[config.mk]
export PLATFORM = sky130hd
export DESIGN_NAME = move_controller
export DESIGN_NICKNAME = d
export VERILOG_FILES = /design/src/rtl/move_controller_pkg.sv /design/src/rtl/move_controller_cooldown_timer.sv /design/src/rtl/move_controller.sv
export SDC_FILE = /design/constraint.sdc
export NUM_CORES = 1
export LEC_CHECK = 0
export BUFFER_PORTS_ARGS = -buffer_cell sky130_fd_sc_hd__buf_4
export CAP_MARGIN = 20
export CELL_PAD_IN_SITES_DETAIL_PLACEMENT = 1
export CELL_PAD_IN_SITES_GLOBAL_PLACEMENT = 1
export CORE_MARGIN = 2
export CORE_UTILIZATION = 30
export CTS_CLUSTER_DIAMETER = 200
export DETAILED_ROUTE_END_ITERATION = 12
export PLACE_DENSITY = 0.54
export SLEW_MARGIN = 20
export SYNTH_ARGS = -nofsm -noshare
export SYNTH_HDL_FRONTEND = slang
export SYNTH_HIERARCHICAL = 1
export SYNTH_SLANG_ARGS = --single-unit
[constraint.sdc]
create_clock -name clk_50MHz_i -period 2.72 [get_ports clk_50MHz_i]
set_clock_uncertainty 0.05 [all_clocks]
set_input_delay 0.272 -clock clk_50MHz_i [delete_from_list [all_inputs] [get_ports clk_50MHz_i]]
set_output_delay 0.272 -clock clk_50MHz_i [all_outputs]
set_load 0.005 [all_outputs]
[src/rtl/move_controller_pkg.sv]
// Shared direction/state encodings and grid defaults for the maze movement controller.
// No logic beyond a pure combinational priority helper.
// No flow control; consumers register whatever they derive from these definitions.
package move_controller_pkg;

    typedef enum logic [1:0] {
        DIR_N = 2'd0,
        DIR_E = 2'd1,
        DIR_S = 2'd2,
        DIR_W = 2'd3
    } dir_e;

    typedef enum logic [2:0] {
        ST_IDLE     = 3'd0,
        ST_CHECK    = 3'd1,
        ST_COMMIT   = 3'd2,
        ST_RELEASE  = 3'd3,
        ST_COOLDOWN = 3'd4
    } state_e;

    localparam logic [3:0] GRID_X_MAX_DEF = 4'd9;
    localparam logic [3:0] GRID_Y_MAX_DEF = 4'd9;
    localparam logic [3:0] SECRET_X_DEF   = 4'd1;
    localparam logic [3:0] SECRET_Y_DEF   = 4'd6;

    // req = {n, e, s, w}; fixed priority N > E > S > W, lower requests are dropped.
    function automatic dir_e grant_dir(input logic [3:0] req);
        dir_e d;
        if (req[3])      d = DIR_N;
        else if (req[2]) d = DIR_E;
        else if (req[1]) d = DIR_S;
        else             d = DIR_W;
        return d;
    endfunction

endpackage

[src/rtl/move_controller_cooldown_timer.sv]
// One-shot lockout timer: done_o pulses for one cycle exactly N cycles after start_i.
// Latency N cycles from start_i; a new start_i restarts the count.
// No backpressure; start_i is assumed to be a single-cycle request.
module move_cooldown_timer #(
    parameter int N  = 16,
    parameter int DW = 22
) (
    input  logic clk_50MHz_i,
    input  logic rst_async_la_i,
    input  logic start_i,
    output logic done_o
);

    logic [DW-1:0] cnt_q;
    logic [DW-1:0] cnt_d;

    always_comb begin
        cnt_d = cnt_q;
        if (start_i) begin
            cnt_d = DW'(N);
        end else if (cnt_q != '0) begin
            cnt_d = cnt_q - DW'(1);
        end
    end

    always_ff @(posedge clk_50MHz_i or negedge rst_async_la_i) begin
        if (!rst_async_la_i) begin
            cnt_q <= '0;
        end else begin
            cnt_q <= cnt_d;
        end
    end

    assign done_o = (cnt_q == DW'(1));

endmodule

[src/rtl/move_controller.sv]
// Turns direction-button presses into one legal grid step each, refusing edge and closed-wall moves.
// Press sampled at edge k -> decision at k+1 -> registered pulses and new position at k+2.
// Held buttons never repeat: a full release plus COOLDOWN_CYC idle cycles is required between grants.
module move_controller
    import move_controller_pkg::*;
#(
    parameter logic [3:0] START_X      = 4'd0,
    parameter logic [3:0] START_Y      = 4'd0,
    parameter logic [3:0] GRID_X_MAX   = GRID_X_MAX_DEF,
    parameter logic [3:0] GRID_Y_MAX   = GRID_Y_MAX_DEF,
    parameter logic [3:0] SECRET_X     = SECRET_X_DEF,
    parameter logic [3:0] SECRET_Y     = SECRET_Y_DEF,
    parameter int         COOLDOWN_CYC = 16,
    parameter int         CW           = 22
) (
    input  logic       clk_50MHz_i,
    input  logic       rst_async_la_i,
    input  logic       btn_n_i,
    input  logic       btn_s_i,
    input  logic       btn_e_i,
    input  logic       btn_w_i,
    input  logic       wall_open_i,
    output logic [3:0] posx_o,
    output logic [3:0] posy_o,
    output logic       enable_move_o,
    output logic       moved_o,
    output logic       blocked_o,
    output logic [1:0] dir_o
);

    state_e     state_q, state_d;
    logic [3:0] posx_q, posx_d;
    logic [3:0] posy_q, posy_d;
    dir_e       dir_q, dir_d;
    logic       enable_move_q, enable_move_d;
    logic       moved_q, moved_d;
    logic       blocked_q, blocked_d;

    logic [3:0] btn_req;
    logic       any_btn;
    logic       cd_start;
    logic       cd_done;
    logic       blocked;
    logic [3:0] tgt_x;
    logic [3:0] tgt_y;

    assign btn_req  = {btn_n_i, btn_e_i, btn_s_i, btn_w_i};
    assign any_btn  = |btn_req;
    assign cd_start = (state_q == ST_RELEASE) && !any_btn;

    move_cooldown_timer #(
        .N  (COOLDOWN_CYC),
        .DW (CW)
    ) u_cooldown (
        .clk_50MHz_i    (clk_50MHz_i),
        .rst_async_la_i (rst_async_la_i),
        .start_i        (cd_start),
        .done_o         (cd_done)
    );

    always_comb begin
        state_d = state_q;
        case (state_q)
            ST_IDLE:     if (any_btn) state_d = ST_CHECK;
            ST_CHECK:    state_d = ST_COMMIT;
            ST_COMMIT:   state_d = ST_RELEASE;
            ST_RELEASE:  if (!any_btn) state_d = ST_COOLDOWN;
            ST_COOLDOWN: if (cd_done) state_d = ST_IDLE;
            default:     state_d = ST_IDLE;
        endcase
    end

    // Wall state is only looked at here, in CHECK; later changes cannot alter the decision.
    always_comb begin
        tgt_x   = posx_q;
        tgt_y   = posy_q;
        blocked = 1'b0;
        case (dir_q)
            DIR_N: begin
                blocked = (posy_q == GRID_Y_MAX);
                tgt_y   = posy_q + 4'd1;
            end
            DIR_E: begin
                blocked = (posx_q == GRID_X_MAX);
                tgt_x   = posx_q + 4'd1;
            end
            DIR_S: begin
                blocked = (posy_q == 4'd0);
                tgt_y   = posy_q - 4'd1;
            end
            default: begin
                blocked = (posx_q == 4'd0) ||
                          ((posx_q == SECRET_X) && (posy_q == SECRET_Y) && !wall_open_i);
                tgt_x   = posx_q - 4'd1;
            end
        endcase
    end

    always_comb begin
        posx_d        = posx_q;
        posy_d        = posy_q;
        dir_d         = dir_q;
        enable_move_d = 1'b0;
        moved_d       = 1'b0;
        blocked_d     = 1'b0;
        if (state_q == ST_IDLE && any_btn) begin
            dir_d = grant_dir(btn_req);
        end
        if (state_q == ST_CHECK) begin
            enable_move_d = 1'b1;
            if (blocked) begin
                blocked_d = 1'b1;
            end else begin
                moved_d = 1'b1;
                posx_d  = tgt_x;
                posy_d  = tgt_y;
            end
        end
    end

    always_ff @(posedge clk_50MHz_i or negedge rst_async_la_i) begin
        if (!rst_async_la_i) begin
            state_q       <= ST_IDLE;
            posx_q        <= START_X;
            posy_q        <= START_Y;
            dir_q         <= DIR_N;
            enable_move_q <= 1'b0;
            moved_q       <= 1'b0;
            blocked_q     <= 1'b0;
        end else begin
            state_q       <= state_d;
            posx_q        <= posx_d;
            posy_q        <= posy_d;
            dir_q         <= dir_d;
            enable_move_q <= enable_move_d;
            moved_q       <= moved_d;
            blocked_q     <= blocked_d;
        end
    end

    assign posx_o        = posx_q;
    assign posy_o        = posy_q;
    assign enable_move_o = enable_move_q;
    assign moved_o       = moved_q;
    assign blocked_o     = blocked_q;
    assign dir_o         = dir_q;

endmodule
==> impl_metrics.ini <==
[power_and_ir_drop]
p_sw_w = 0.001196
internal-power_w = 0.001597
vdd_ir_drop_max_mv = 0.2811
clock_power_share = 0.174
power_leakage_nw = 1.179
power_density_nw_per_um2 = 1056
p_comb_frac = 0.446
power.share.switching = 0.4281
seqPwrFrac = 0.379

[min_path]
min_path_type = in2reg
min_from = btn_n_i
min_to = dir_o[1]
min_path_cells = 3

[synth]
yosys_register_bits = 38
synth_top_area_frac = 0.4185
post_synth_most_frequent_cells = dfrtp_1, nor2_1, nor2b_1
yosysTopAreaCell = dfrtp_1
async_flop_share = 1.000
synth.avg_cell_area_um2 = 9.710
synth_edf_count = 0
yosysMostFrequentCell = dfrtp_1
syn_area_um2 = 2272
synthDistinctLibCells = 51
synth_flop_cell = dfrtp_1
yosys-top-cells-area = dfrtp_1, nor2_1, ha_1
synth_seq_area_share = 0.4185
synthCells = 234
syn-num-nets = 249
yosys_warnings = 6

[sta]
tightestPinTransition_ps = 553.5
hold_violations = 0
fin_crit_ps = 2348
rsz0062_at_grt = no
finalCritPeriodShare = 0.8633
fin_tns_setup_ps = 0
final-max-slew-violation-count = 0
fmax_ghz = 0.4259
slew_headroom = 0.6280
setup_viol_count_final = 0

[drt]
drtIter0Drc = 64
postRouteAntennaNets = 0
route.detailed.drc = 0
drt-vias-per-instance = 5.020
vias = 1797
first_pass_iters = 4
routedWlPerCell_um = 14.97
drt-total-wl_um = 5359

[floorplan]
io-pin-count = 20
num_rows = 31
start_util = 0.3116
die_h_um = 91.03
die_w_um = 91.03
die-area_um2 = 8286
coreArea_um2 = 7292

[worst_setup_path]
reg2reg_slack_ps = 370
cp-end-kind = register
start_kind = register
r2r-end = u_cooldown/cnt_q[13]
worstSetupPathType = reg2reg
critPathArrivalTime_ps = 2480
r2r_start = u_cooldown/cnt_q[0]
crit_fanout = 8
r2r_cells = 6
worst-endpoint-required_ps = 2850

[place]
placed_area_um2 = 2526
dp_hpwl_um = 3839
gp_congestion = 0.7243
numPortBuffers = 19

[clocking]
htreeDepth = 2
cts_buffers = 5
cts_setup_buffers = 0
post_cts_resized = 0
clk_pin_slew_ps = 80
root_buffer = clkbuf_8
cts.path.max_buffers = 2
clock-sinks = 38
tritoncts = done
holdBufCountCts = 1
clk-insertion-delay-late_ps = 300

[global_routing]
grt_max_degree = 39
antenna_found_initial = 0
gr-usage-all-layers = 0.1401
gr-total-overflow = 0
grt_pass1_vias = 1783
grt_pass1_wl_um = 9280

[layout]
diodes = 0
fin_area_um2 = 2645
areaGrowthSynthToFinish_pct = 16.41
final_nets = 273
drive_above_1_share = 0.1853

[run_status]
outcome = complete, no violations

[run]
maxCapViolCount = 0
==> cell type report <==
class / count / area, um^2
tap: 99 / 123.9
clock buffer: 5 / 68.82
clock inverter: 3 / 40.04
timing repair buffer: 25 / 190.2
fill: 882 / 4647
sequential: 38 / 950.9
multi-input combinational: 176 / 1226
inverter: 12 / 45.04
==> stage by stage <==
step	utilization	hold slack, ps	std cells	worst slack (ps)	power [W]
2_1_floorplan	-	-73.59	234	590.6	0.001972
3_3_place_gp	0.3464	235.0	349	444.9	0.002304
3_5_place_dp	0.3464	233.2	349	365.4	0.002336
4_1_cts	0.3627	205.7	358	355.4	0.002845
5_1_grt	0.3627	257.3	358	241.8	0.003056
6_report	0.3627	221.9	358	371.8	0.002793
==> cells in the final DEF, fill, tap and decap left out, drive strengths merged, types with 9 or more instances in the layout <==
cell	netlist	routed
nand2	11	11
nor3	10	10
a21oi	11	11
mux2	10	10
buf	4	24
nor4	9	9
dfrtp	38	38
nor2	28	28
inv	12	12
nor2b	14	14
o21ai	15	15
==> power by group through the flow <==
| stage | combinational [W] | clock, W | sequential (W) |
|---|---|---|---|
| after detailed placement | 0.00126 | 0 | 0.00107 |
| after floorplan | 0.000990 | 0 | 0.000982 |
| after global routing | 0.00142 | 0.000530 | 0.00110 |
| after global placement | 0.00124 | 0 | 0.00106 |
| after CTS | 0.00127 | 0.000511 | 0.00107 |
| final | 0.00125 | 0.000487 | 0.00106 |
==> worst max-delay path, cell delays in order, from the launching register on <==
cell      delay [ps]
dfrtp_1          440
inv_1             90
ha_1             210
or4b_2           660
nor3_4           310
a211oi_1         150
mux2_4           320
==> worst max-delay path by stage <==
stage                              from                    to  slack, ps  cells past startpoint
floorplan           u_cooldown/cnt_q[0]  u_cooldown/cnt_q[13]        590                      6
global placement    u_cooldown/cnt_q[0]  u_cooldown/cnt_q[13]        440                      6
detailed placement  u_cooldown/cnt_q[0]  u_cooldown/cnt_q[13]        370                      6
CTS                 u_cooldown/cnt_q[0]  u_cooldown/cnt_q[13]        360                      6
global route        u_cooldown/cnt_q[0]  u_cooldown/cnt_q[13]        240                      6
finish              u_cooldown/cnt_q[0]  u_cooldown/cnt_q[13]        370                      6
==> metal layers <==
metal / wire (um) / up-vias / track usage
met5: 0 / - / 0
met4: 88 / 0 / 0.05303
met3: 113 / 7 / 0.02739
met2: 2347 / 20 / 0.2006
met1: 2810 / 883 / 0.2070
li1: - / 887 / -
==> logic make-up (layout without fill, tap and decap cells) <==
group,Yosys count,in the layout,synth area share
AOI/OAI and AO/OA,44,44,0.1283
adders and majority gates,9,9,0.05176
and+or+nand+nor,104,104,0.2720
DFF,38,38,0.4185
buffers and inverters,20,45,0.04295
muxes,11,11,0.05562
xor gates and xnor gates,8,8,0.03084
==> sequential cells by signal, indices dropped and copies added (netlist names) <==
| name | count |
|---|---|
| u_cooldown/cnt_q | 22 |
| posx_o | 4 |
| posy_o | 4 |
| state_q | 3 |
| dir_o | 2 |
| blocked_o | 1 |
| enable_move_o | 1 |
| moved_o | 1 |
No activity file was read; power rests on OpenSTA's default activity.
